--- src/rtl/bram_stream_reader.sv ---
// bram_stream_reader: reads a run of consecutive words from a single-port BRAM
// and presents them as a valid/ready stream with a 2-entry registered buffer.
module bram_stream_reader #(
    parameter int unsigned ADDR_WIDTH  = 8,
    parameter int unsigned DATA_WIDTH  = 8,
    parameter int unsigned COUNT_WIDTH = ADDR_WIDTH + 1
) (
    input  logic                   i_clk,
    input  logic                   i_areset_n,
    input  logic                   i_start,
    input  logic [ADDR_WIDTH-1:0]  i_base,
    input  logic [COUNT_WIDTH-1:0] i_count,
    output logic                   o_busy,
    output logic                   o_done,
    output logic [ADDR_WIDTH-1:0]  o_bram_addr,
    output logic                   o_bram_write,
    output logic [DATA_WIDTH-1:0]  o_bram_wdata,
    input  logic [DATA_WIDTH-1:0]  i_bram_rdata,
    output logic                   o_valid,
    output logic [DATA_WIDTH-1:0]  o_data,
    output logic                   o_last,
    input  logic                   i_ready
);

    localparam logic [1:0] ST_IDLE  = 2'd0;
    localparam logic [1:0] ST_ISSUE = 2'd1;
    localparam logic [1:0] ST_DRAIN = 2'd2;

    logic [1:0]             state;
    logic [1:0]             state_nx;
    logic [COUNT_WIDTH-1:0] issue_left;
    logic [COUNT_WIDTH-1:0] issue_left_nx;
    logic [ADDR_WIDTH-1:0]  addr_nx;
    logic                   busy_nx;
    logic                   done_nx;
    logic                   inflight;
    logic                   inflight_last;
    logic                   issue_c;
    logic                   pop_c;
    logic                   push_c;
    logic [2:0]             pending_c;

    // Second (skid) buffer entry behind the head held in o_data/o_last.
    logic                   skid_valid;
    logic [DATA_WIDTH-1:0]  skid_data;
    logic                   skid_last;

    // The BRAM is only ever read by this block.
    assign o_bram_write = 1'b0;
    assign o_bram_wdata = '0;

    // Handshake and buffer-load bookkeeping for this cycle.
    assign pop_c     = o_valid & i_ready;
    assign push_c    = inflight;
    assign pending_c = 3'(o_valid) + 3'(skid_valid) + 3'(inflight) - 3'(pop_c);

    // Next-state, read-issue and control-output decode.
    always_comb begin
        state_nx      = state;
        issue_left_nx = issue_left;
        addr_nx       = o_bram_addr;
        busy_nx       = o_busy;
        done_nx       = 1'b0;
        issue_c       = 1'b0;
        case (state)
            ST_IDLE: begin
                if (i_start) begin
                    if (i_count != '0) begin
                        state_nx      = ST_ISSUE;
                        busy_nx       = 1'b1;
                        issue_left_nx = i_count;
                        addr_nx       = i_base;
                    end else begin
                        done_nx = 1'b1;
                    end
                end
            end
            ST_ISSUE: begin
                // o_bram_addr already holds the next address; issuing reads it now.
                if (pending_c < 3'd2) begin
                    issue_c       = 1'b1;
                    issue_left_nx = issue_left - COUNT_WIDTH'(1);
                    if (issue_left == COUNT_WIDTH'(1)) begin
                        state_nx = ST_DRAIN;
                    end else begin
                        addr_nx = o_bram_addr + ADDR_WIDTH'(1);
                    end
                end
            end
            ST_DRAIN: begin
                if (pending_c == 3'd0) begin
                    state_nx = ST_IDLE;
                    busy_nx  = 1'b0;
                    done_nx  = 1'b1;
                end
            end
            default: begin
                state_nx = ST_IDLE;
                busy_nx  = 1'b0;
            end
        endcase
    end

    // FSM state, address and in-flight read tracking.
    always_ff @(posedge i_clk or negedge i_areset_n) begin
        if (!i_areset_n) begin
            state         <= ST_IDLE;
            issue_left    <= '0;
            o_bram_addr   <= '0;
            o_busy        <= 1'b0;
            o_done        <= 1'b0;
            inflight      <= 1'b0;
            inflight_last <= 1'b0;
        end else begin
            state         <= state_nx;
            issue_left    <= issue_left_nx;
            o_bram_addr   <= addr_nx;
            o_busy        <= busy_nx;
            o_done        <= done_nx;
            inflight      <= issue_c;
            inflight_last <= issue_c && (issue_left == COUNT_WIDTH'(1));
        end
    end

    // Two-entry shift buffer: head drives the stream, skid absorbs one more word.
    always_ff @(posedge i_clk or negedge i_areset_n) begin
        if (!i_areset_n) begin
            o_valid    <= 1'b0;
            o_data     <= '0;
            o_last     <= 1'b0;
            skid_valid <= 1'b0;
            skid_data  <= '0;
            skid_last  <= 1'b0;
        end else if (pop_c) begin
            if (skid_valid) begin
                o_data <= skid_data;
                o_last <= skid_last;
                if (push_c) begin
                    skid_data <= i_bram_rdata;
                    skid_last <= inflight_last;
                end else begin
                    skid_valid <= 1'b0;
                end
            end else if (push_c) begin
                o_data <= i_bram_rdata;
                o_last <= inflight_last;
            end else begin
                o_valid <= 1'b0;
                o_last  <= 1'b0;
            end
        end else if (push_c) begin
            if (!o_valid) begin
                o_valid <= 1'b1;
                o_data  <= i_bram_rdata;
                o_last  <= inflight_last;
            end else begin
                skid_valid <= 1'b1;
                skid_data  <= i_bram_rdata;
                skid_last  <= inflight_last;
            end
        end
    end

    // The issue rule guarantees a free slot for every returning word.
    always @(posedge i_clk) begin
        if (i_areset_n) begin
            assert (!(push_c && o_valid && skid_valid && !pop_c));
        end
    end

endmodule
--- config.mk ---
export PLATFORM = sky130hd
export DESIGN_NAME = bram_stream_reader
export DESIGN_NICKNAME = d
export VERILOG_FILES = /design/src/rtl/bram_stream_reader.sv
export SDC_FILE = /design/constraint.sdc
export NUM_CORES = 1
export LEC_CHECK = 0
export ABC_CLOCK_PERIOD_IN_PS = 3400
export CELL_PAD_IN_SITES_DETAIL_PLACEMENT = 0
export CELL_PAD_IN_SITES_GLOBAL_PLACEMENT = 1
export CORE_ASPECT_RATIO = 1.2
export CORE_MARGIN = 4
export CORE_UTILIZATION = 48
export DETAILED_ROUTE_END_ITERATION = 8
export DONT_BUFFER_PORTS = 1
export MAX_ROUTING_LAYER = met4
export PLACE_DENSITY_LB_ADDON = 0.1
export SLEW_MARGIN = 0
export SYNTH_ARGS = -nofsm -noshare
export SYNTH_HDL_FRONTEND = slang
export SYNTH_SLANG_ARGS = --single-unit
--- constraint.sdc ---
create_clock -name i_clk -period 3.4 [get_ports i_clk]
set_input_delay 0.68 -clock i_clk [delete_from_list [all_inputs] [get_ports i_clk]]
set_output_delay 0.68 -clock i_clk [all_outputs]
set_load 0.02 [all_outputs]
---- Word level (Yosys, flattened, before mapping) ----
Cells that the tools add are included.
word-level totals
  bits in registers ....................... 43
operators by class
  add/subtract/negate cells ............... 5
  magnitude comparators ................... 1
  eq/ne operators ......................... 14
  multiplexer cells ....................... 53
  bitwise operators ....................... 2
  reduce and logical (&&, ||, !) cells .... 17
operators with widths
  cell                 number
  $mux 8               13
  $mux 1               27
  $mux 9               3
  $ne 2x2->1 const B   9
  $pmux 9 s2           1
  $pmux 8 s2           1
  $reduce_and 4->1     3
  $mux 2               5
  $reduce_and 5->1     2
  $eq 9x1->1 const B   1
  $reduce_bool 9->1    1
  $sub 9x1->9 const B  1
  $add 8x1->8 const B  1
  $reduce_bool 2->1    4
  $pmux 2 s3           1
  $reduce_and 3->1     2
  $ne 2x1->1 const B   2
  $reduce_and 2->1     2
  $add 2x1->3          1
  $logic_not 3->1      1
  $lt 3x2->1 const B   1
  $pmux 1 s3           1
  $sub 3x1->3          1
  $add 1x1->2          1
  7 further kinds      7

---- Depth between registers and ports, before layout ----
Gate-level depths: netlist (run 1).
  depth after elaboration ................. 7
  depth in mapped cells ................... 11
  gate-level depth less buffers ........... 9

---- Worst setup path after synthesis (run 1) ----
OpenSTA, ideal clock, no wires.
  kind .................................... reg-to-reg
  start point ............................. reg o_valid
  end point ............................... reg o_bram_addr[1]
  library setup time ...................... 0.125 ns
  arrival ................................. 2.888 ns
  data required time ...................... 3.275 ns
  slack ................................... 0.387 ns
  cell stages (with the launch flop) ...... 12
  path through ............................ dfrtp_1 clkbuf_1 nand2_1 ha_1 inv_1 fa_1 ha_1 mux2i_1 a311o_1 buf_6 a21oi_4 mux2_4
on the way
  cells in the longest elaborated chain, start to end .. 6
RTL lines
  element                         RTL line  source
  from (decl)                     19        output logic o_valid,
  from (signal assigned)          128       o_valid <= 1'b0;
  from (signal assigned)          148       o_valid <= 1'b0;
  from (signal assigned)          153       o_valid <= 1'b1;
  $add 1x1->2                     55        assign pending_c = 3'(o_valid) + 3'(skid_valid) + 3'(inflight) - 3'(pop_c);
  $add 2x1->3                     55
  $sub 3x1->3 (*)                 55
  $lt 3x2->1 (*)                  80        if (pending_c < 3'd2) begin
  $ne 2x2->1 (no line) (*)        --
  $reduce_and 5->1 (no line) (*)  --
  to (signal assigned)            117       o_bram_addr <= addr_nx;
  to (decl)                       15        output logic [ADDR_WIDTH-1:0] o_bram_addr,
Mark *: on every way between the ends. The rest lies on a longest branch, timed or not.
A chain may end at the register's enable or synchronous reset.

---- Worst setup path after layout (run 1) ----
  start point ............................. reg inflight
  end point ............................... reg o_bram_addr[1]
on the way
  cells in the longest elaborated chain, start to end .. 5
RTL lines
  element                     RTL line  source
  from (decl)                 36        logic inflight;
  from (signal assigned)      120       inflight <= issue_c;
  $add 2x1->3                 55
  $sub 3x1->3                 55
  $lt 3x2->1                  80
  $ne 2x2->1 (no line)        --
  $reduce_and 5->1 (no line)  --
No other way between the ends.

==> impl_metrics.ini, run 1 <==
[clocking]
cts_htree_levels = 2
cts_tree = done
cts_resized = 0
cts_hold_buf = 0
postCtsSetupRepairBufs = 0
insertion_delay_ns = 0.30
clk_pin_slew_ns = 0.09
clockBufferDepth = 2
cts_made_buffers = 5
clockRootBuffer = clkbuf_8
cts_sinks = 43

[timing]
fin_crit_sh_pct = 86.5
rsz0062_at_grt = no
slew_headroom_pct = 51.3
worstMarginPinSlew_ns = 0.730
final-hold-violation-count = 0
fin_crit_ns = 2.94
skew_ns = 0.00613
maxSlewViolCount = 0
setup_viol = 0
fmax_mhz = 340
setup_tns_ns = 0

[setup_path]
crit_path_cell_trace = inv_1 -> ha_1 -> inv_1 -> fa_1 -> ha_1 -> mux2i_1 -> a311o_1 -> a21oi_4 -> mux2_4
r2r-start = inflight
slowest_stage = a311o_1
cp-start-kind = register
crit_type = reg -> reg
cp-end-kind = register
required_ns = 3.58
cp_max_fo = 10
timing.critical_path.from = inflight
critPathMaxStageDelay_ns = 0.50
cp.arrival_ns = 3.12

[drt]
vias_per_cell = 5.84
drc = 0
ant_nets = 0
via_count = 1793
wl_per_cell_um = 17.0
drt-total-wl_um = 5230
drt_iter0_markers = 48
drt_first_pass_iters = 4

[yosys]
netlist_instances = 249
synth-edff-count = 0
netlist_area_mm2 = 0.00249
synth_area_leaders = dfrtp_1 (43%), a21oi_1 (4.6%), mux2_2 (4.1%)
ys_ff_latch = 43
ys_types = 49
synth_ff_type = dfrtp_1
synth-seq-area-share_pct = 43.3
ys_warn_count = 0
netlist.area_leader.share_pct = 43.3
avgSynthCellArea_um2 = 9.98
async_flop_share_pct = 100
synth_top_area_cell = dfrtp_1

[place]
post-place-cells = 299
portBuffers = 0
gp_congestion = 0.792
hpwl_um = 3620

[cells_and_area]
fin_cells = 307
diodes = 0
drive_gt1_share_pct = 13.0
nets = 283
area_growth_pct = 3.62

[floorplan]
rows = 28
core_mm2 = 0.00497
pin_count = 58
dieArea_mm2 = 0.00640
fp.dieW_um = 73.7
start_util_pct = 50.0
die_y_um = 86.8

[pwr]
p_leak_nw = 1.15
peakVddDrop_mv = 0.449
p_per_area_mw_per_mm2 = 985

[outcome]
outcome = finished, final reports clean

[grt]
grt_pass1_vias = 1765
grt_start_max_net_pins = 44
grt_pass1_wl_um = 8630
grt_usage_pct = 17.8
grt_overflow = 0
antenna_found_initial = 0

[worst_hold_path]
worstHoldPathType = in -> async

[run]
drv_cap = 0
-- final timing paths --
check	endpoint	slack [ns]	depth (start not counted)
worst max-delay path	o_bram_addr[1]	0.46	9
worst max register to register	o_bram_addr[1]	0.46	9
min in group i_clk	skid_valid	0.48	1
max in group asynchronous	o_bram_addr[0]	3.24	0
worst min-delay path	o_last	0.06	0
worst min register to register	skid_data[1]	0.51	1
-- registers in the layout, summed over array words and instances, names as in the netlist --
register	count
skid_valid	1
skid_last	1
o_bram_addr	8
o_valid	1
inflight	1
inflight_last	1
issue_left	9
state	2
o_data	8
skid_data	8
o_last	1
o_busy	1
o_done	1
-- Yosys cell counts (all sizes together) (3+ instances only) --
cell / count
nand2b: 4
a31oi: 9
nor3: 5
clkbuf: 4
dfrtp: 43
and3: 4
o2bb2ai: 3
a21oi: 24
o21ai: 14
nand4: 3
nand3: 10
nor2: 12
inv: 14
ha: 7
mux2i: 9
nor4: 5
mux2: 10
buf: 16
o22ai: 5
o211ai: 3
nand2: 22
-- worst max-delay path: cells and delay by family (launching register included) --
| kind | cells | cell delay [ns] |
|---|---|---|
| mux | 2 | 0.47 |
| buf+inv | 2 | 0.14 |
| compound gates | 2 | 0.76 |
| fa+ha+maj | 3 | 0.98 |
| flops | 1 | 0.48 |
-- cell usage in the layout, fill, tap and decap left out, types with 2 or more instances in the layout --
cell type  count
dfrtp_1       43
o211ai_1       3
o21ai_0       13
or3_1          2
inv_1         14
ha_1           7
nand2_1       22
and2b_2        2
nand3_1       10
a31oi_1        9
o2bb2ai_1      3
o22ai_1        5
nand2b_1       4
nor4_4         2
nor3_1         3
a2bb2oi_1      2
nor4_1         2
buf_4          2
clkbuf_8       5
nand3b_1       2
mux2i_1        9
a21oi_1       23
nor2_1        12
conb_1         9
a32oi_1        2
and3_1         3
mux2_2         9
nand4_1        3
-- layout make-up --
| cell class | instances | area, um2 |
|---|---|---|
| multi-input combinational | 180 | 1240 |
| sequential | 43 | 1080 |
| tap | 60 | 75.1 |
| inverter | 14 | 52.6 |
| clock inverter | 3 | 43.8 |
| clock buffer | 5 | 68.8 |
| timing repair buffer | 2 | 15.0 |
| fill | 500 | 2400 |
-- logic make-up (layout without fill, tap and decap cells) --
kind of cell | count (synthesis) | count (layout) | synth area share, %
buf+inv | 34 | 24 | 7.85
mux | 19 | 19 | 8.30
flops | 43 | 43 | 43.3
simple gates | 74 | 74 | 17.3
compound gates | 70 | 70 | 18.8
fa+ha+maj | 8 | 8 | 4.33
other cells | 1 | 9 | 0.151
-- stage by stage --
stage / cell area (um2) / util (%) / setup slack [ns] / hold slack, ns / power, W
after global routing: 2580 / 51.8 / 0.314 / 0.0429 / 0.00276
after floorplan: 2520 / - / 0.387 / 0.384 / 0.00195
final: 2580 / 51.8 / 0.460 / 0.0631 / 0.00254
after detailed placement: 2460 / 49.5 / 0.292 / 0.386 / 0.00215
after CTS: 2580 / 51.8 / 0.470 / 0.0522 / 0.00256
after global placement: 2460 / 49.5 / 0.340 / 0.386 / 0.00213
-- layer usage --
layer / GRT usage (%) / wire [um] / part of all wire, %
met1: 23.3 / 2310 / 44
met2: 26.8 / 2500 / 48
met3: 5.45 / 363 / 6.9
met4: 4.94 / 60 / 1.1
met5: - / 0 / 0
-- power by group --
group	total, W	internal (W)	switching (W)
clock	0.000408	0.000219	0.000189
sequential	0.00106	0.000729	0.000330
combinational	0.00107	0.000471	0.000599
(Power assumes the default switching activity.)
==> run 2, diff against run 1 <==
==> constraint.sdc (replaced) <==
create_clock -name i_clk -period 3.4 [get_ports i_clk]
set_input_delay 0.68 -clock i_clk [delete_from_list [all_inputs] [get_ports i_clk]]
set_output_delay 0.68 -clock i_clk [all_outputs]
set_load 0.1 [all_outputs]
==> impl_metrics.ini, run 2 (synthesized netlist as in run 1, its figures left out) <==
[outcome]
outcome = finished, final reports clean

[clocking]
insertion_delay_ns = 0.30
cts_resized = 0
clk_pin_slew_ns = 0.09
cts_made_buffers = 5
cts_htree_levels = 2
cts_tree = done
clockRootBuffer = clkbuf_8
cts_hold_buf = 0
cts_sinks = 43
postCtsSetupRepairBufs = 0
clockBufferDepth = 2

[cells_and_area]
drive_gt1_share_pct = 15.7
regMostFlops = issue_left
fin_cells = 314
diodes = 0
largest_reg_flops = 9
nFillCells = 475
seqCellArea_mm2 = 0.00108
final_util_pct = 52.5
mostFrequentLayoutCells = dfrtp_1 (42), a21oi_1 (23), nand2_1 (22), inv_1 (14), o21ai_0 (13)
final_common_cell = dfrtp_1
nets = 290
multiInputGateArea_mm2 = 0.00124
area_growth_pct = 4.98

[setup_path]
reg2reg_slack_ns = 0.57
crit_type = reg -> reg
cp-end-kind = register
cp.arrival_ns = 3.02
crit_end = o_bram_addr[1]
cp_max_fo = 7
required_ns = 3.59
r2r_end = o_bram_addr[1]
critPathMaxStageDelay_ns = 0.50
r2r-start = inflight
reg2regPathDepth = 9
crit_path_cell_trace = inv_1 -> ha_1 -> inv_1 -> fa_1 -> ha_1 -> mux2i_1 -> a311o_1 -> a21oi_4 -> mux2_4
cp-start-kind = register
slowest_stage = dfrtp_1
timing.critical_path.from = inflight

[grt]
grt_pass1_vias = 1786
antenna_found_initial = 0
grt_usage_pct = 17.6
grt_start_max_net_pins = 44
grt_pass1_wl_um = 8570
grt_overflow = 0

[floorplan]
core_mm2 = 0.00497
dieArea_mm2 = 0.00640
rows = 28
start_util_pct = 50.0
fp.dieW_um = 73.7
pin_count = 58
die_y_um = 86.8

[run]
drv_cap = 0

[place]
hpwl_um = 3640
post-place-cells = 306
gp_congestion = 0.801
portBuffers = 0

[drt]
drt_iter0_markers = 48
drt-total-wl_um = 5180
ant_nets = 0
vias_per_cell = 5.74
via_count = 1801
wl_per_cell_um = 16.5
drt_first_pass_iters = 6
drc = 0

[timing]
maxSlewViolCount = 0
setup_viol = 0
final-hold-violation-count = 0
skew_ns = 0.00427
slew_headroom_pct = 33.4
rsz0062_at_grt = no
setup_tns_ns = 0
fin_crit_sh_pct = 83.3
fmax_mhz = 353
worstMarginPinSlew_ns = 0.998
fin_crit_ns = 2.83

[worst_hold_path]
worstHoldPathType = in -> async
==> run 2: cell count changes in the layout (fill, tap and decap cells not counted), sizes merged <==
cell,before,now
inv,14,15
buf,2,9
clkinvlp,0,2
bufinv,1,0
clkinv,2,0
==> run 2: critical path, delay by kind of cell (launching register included) <==
kind / cells / cell delay [ns]
AO/OA/AOI/OAI: 2 / 0.62
adder cells (fa/ha/maj): 3 / 1.00
multiplexers: 2 / 0.46
buffers and inverters: 2 / 0.14
flip-flops: 1 / 0.50
==> run 2: worst min path at each step <==
stage / start / to / cells past startpoint
finish: i_areset_n / skid_data[1] / 0
global placement: i_areset_n / o_last / 0
floorplan: i_areset_n / inflight / 0
detailed placement: i_areset_n / o_last / 0
CTS: i_areset_n / issue_left[2] / 0
global route: i_areset_n / o_valid / 0
==> run 2: final cells by class <==
class                   count  area share, %
flip-flops and latches     43           41.3
repair buffers              9           2.59
multi-input cells         180           47.7
inverters                  14           2.01
well taps                  60           2.88
clock buffers               5           2.64
clock inverters             3          0.911
==> run 2: metrics by stage <==
| step | hold WS, ns | instance area, um2 | worst slack [ns] |
|---|---|---|---|
| after floorplan | 0.384 | 2520 | 0.129 |
| after global placement | 0.386 | 2520 | 0.469 |
| after detailed placement | 0.386 | 2520 | 0.414 |
| after CTS | 0.0510 | 2610 | 0.564 |
| after global routing | 0.0467 | 2610 | 0.404 |
| final | 0.0606 | 2610 | 0.567 |
==> run 2: routing by layer <==
layer	wire length, um	track usage, %
met5	0	-
met3	314	4.18
met2	2490	28.1
met4	54	5.44
met1	2320	21.8
Power of run 2 is not shown: default switching activity piles up to over one toggle a cycle in this logic, so the estimate is an artifact.
==> run 3, diff against run 2 <==
--- a/config.mk
+++ b/config.mk
@@ -5,12 +5,12 @@
 export SDC_FILE = /design/constraint.sdc
 export NUM_CORES = 1
 export LEC_CHECK = 0
-export ABC_CLOCK_PERIOD_IN_PS = 3400
+export ABC_CLOCK_PERIOD_IN_PS = 2450
 export CELL_PAD_IN_SITES_DETAIL_PLACEMENT = 0
 export CELL_PAD_IN_SITES_GLOBAL_PLACEMENT = 1
 export CORE_ASPECT_RATIO = 1.2
 export CORE_MARGIN = 4
-export CORE_UTILIZATION = 48
+export CORE_UTILIZATION = 43
 export DETAILED_ROUTE_END_ITERATION = 8
 export DONT_BUFFER_PORTS = 1
 export MAX_ROUTING_LAYER = met4
==> constraint.sdc (replaced) <==
create_clock -name i_clk -period 2.45 [get_ports i_clk]
set_input_delay 0.49 -clock i_clk [delete_from_list [all_inputs] [get_ports i_clk]]
set_output_delay 0.49 -clock i_clk [all_outputs]
set_load 0.1 [all_outputs]
==> impl_metrics.ini, run 3 (synthesized netlist as in run 1, its figures left out) <==
[clocking]
insertion_delay_ns = 0.29
cts_sinks = 43
clk_pin_slew_ns = 0.09
postCtsSetupRepairBufs = 0
cts_made_buffers = 5
clockBufferDepth = 2
cts_htree_levels = 2
clockRootBuffer = clkbuf_8
cts_tree = done

[floorplan]
pin_count = 58
rows = 30
start_util_pct = 44.2
fp.dieW_um = 77.4
dieArea_mm2 = 0.00707
core_mm2 = 0.00563
die_y_um = 91.3

[place]
place_area_mm2 = 0.00276
hpwl_um = 3980
gp_congestion = 0.825
portBuffers = 0
post-place-cells = 331

[timing]
worstMarginPinSlew_ns = 0.889
fin_crit_sh_pct = 99.4
fin_crit_ns = 2.43
setup_viol = 0
slew_headroom_pct = 40.7
final-hold-violation-count = 0
maxSlewViolCount = 0
fmax_mhz = 411
rsz0062_at_grt = yes
skew_ns = 0.00486

[cells_and_area]
nFillCells = 527
seqCellArea_mm2 = 0.00108
largest_reg_flops = 9
fin_area_mm2 = 0.00289
final_util_pct = 51.4
mostFrequentLayoutCells = dfrtp_1 (42), buf_4 (28), nand2_1 (21), a21oi_1 (19), inv_1 (13)
diodes = 0
drive_gt1_share_pct = 26.8
multiInputGateArea_mm2 = 0.00132
regMostFlops = issue_left
fin_cells = 340
area_growth_pct = 16.4
nets = 312
final_common_cell = dfrtp_1

[grt]
grt_pass1_vias = 1978
grt_start_max_net_pins = 44
grt_pass1_wl_um = 9670
grt_overflow = 0
antenna_found_initial = 0
grt_usage_pct = 17.2

[outcome]
outcome = finished, final reports clean

[setup_path]
reg2reg_slack_ns = 0.02
cpMostUsedCell = ha_4
cp.arrival_ns = 2.62
cp_max_fo = 2
critPathMaxStageDelay_ns = 0.44
cp-end-kind = register
slowest_stage = dfrtp_4
crit_path_cell_trace = nand2_4 -> ha_4 -> inv_2 -> fa_2 -> ha_4 -> mux2i_4 -> a311o_1 -> a21oi_4 -> mux2_4
cp-start-kind = register
crit_type = reg -> reg
required_ns = 2.64

[drt]
drt-total-wl_um = 5470
drt_iter0_markers = 94
ant_nets = 0
via_count = 1904
drt_first_pass_iters = 4
wl_per_cell_um = 16.1
vias_per_cell = 5.60
drc = 0

[run]
drv_cap = 0

[worst_hold_path]
worstHoldPathType = in -> async
[run 3: cell count changes in the layout (fill, tap and decap cells not counted), moves of 2 or more]
cell	change
ha_4	+2
o21ai_0	-4
a21oi_1	-4
buf_4	+19
ha_1	-2
a21oi_2	+4
o21ai_1	+4
[run 3: worst paths after layout]
kind                              startpoint        endpoint  cells after the start
worst max-delay path                 o_valid  o_bram_addr[1]                      9
min in group i_clk                   i_ready      skid_valid                      1
worst min register to register  skid_data[2]    skid_data[2]                      1
max in group asynchronous         i_areset_n         o_valid                      1
worst max register to register       o_valid  o_bram_addr[1]                      9
worst min-delay path              i_areset_n         o_valid                      1
[run 3: layer usage]
metal	GRT usage, %	share of wire (%)
met1	21.8	44
met4	5.04	1.5
met2	26.7	48
met5	-	0
met3	4.86	6.2
[run 3: worst max-delay path: cells and delay by family, from the launching register on]
kind / cells / cell delay, ns
adders and majority gates: 3 / 0.88
AOI/OAI and AO/OA: 2 / 0.54
DFF: 1 / 0.44
muxes: 2 / 0.39
and+or+nand+nor: 1 / 0.06
buffers and inverters: 1 / 0.03
[run 3: final cells by class]
| cell class | instances | area share (%) |
|---|---|---|
| clock buffers | 5 | 2.38 |
| flip-flops and latches | 43 | 37.3 |
| well taps | 64 | 2.77 |
| repair buffers | 31 | 9.30 |
| multi-input cells | 180 | 45.6 |
| inverters | 14 | 1.82 |
| clock inverters | 3 | 0.822 |
[run 3: per-stage QoR]
stage / setup WS, ns / TNS [ns] / hold WS, ns
5_1_grt: -0.0616 / -0.110 / 0.0320
2_1_floorplan: -0.482 / -4.36 / 0.194
3_3_place_gp: -0.0147 / -0.0147 / 0.196
6_report: 0.0156 / 0 / 0.0256
4_1_cts: 0.00365 / 0 / 0.0236
3_5_place_dp: -0.0369 / -0.131 / 0.196
[run 3: what timing repair did]
| item | in CTS | in global routing |
|---|---|---|
| gates resized for setup | 0 | 8 |
| endpoints found under the setup margin | 0 | 7 |
| hold buffers | 1 | 0 |
| hold endpoints to repair | 43 | 0 |
Power of run 3 is left out for the same reason.
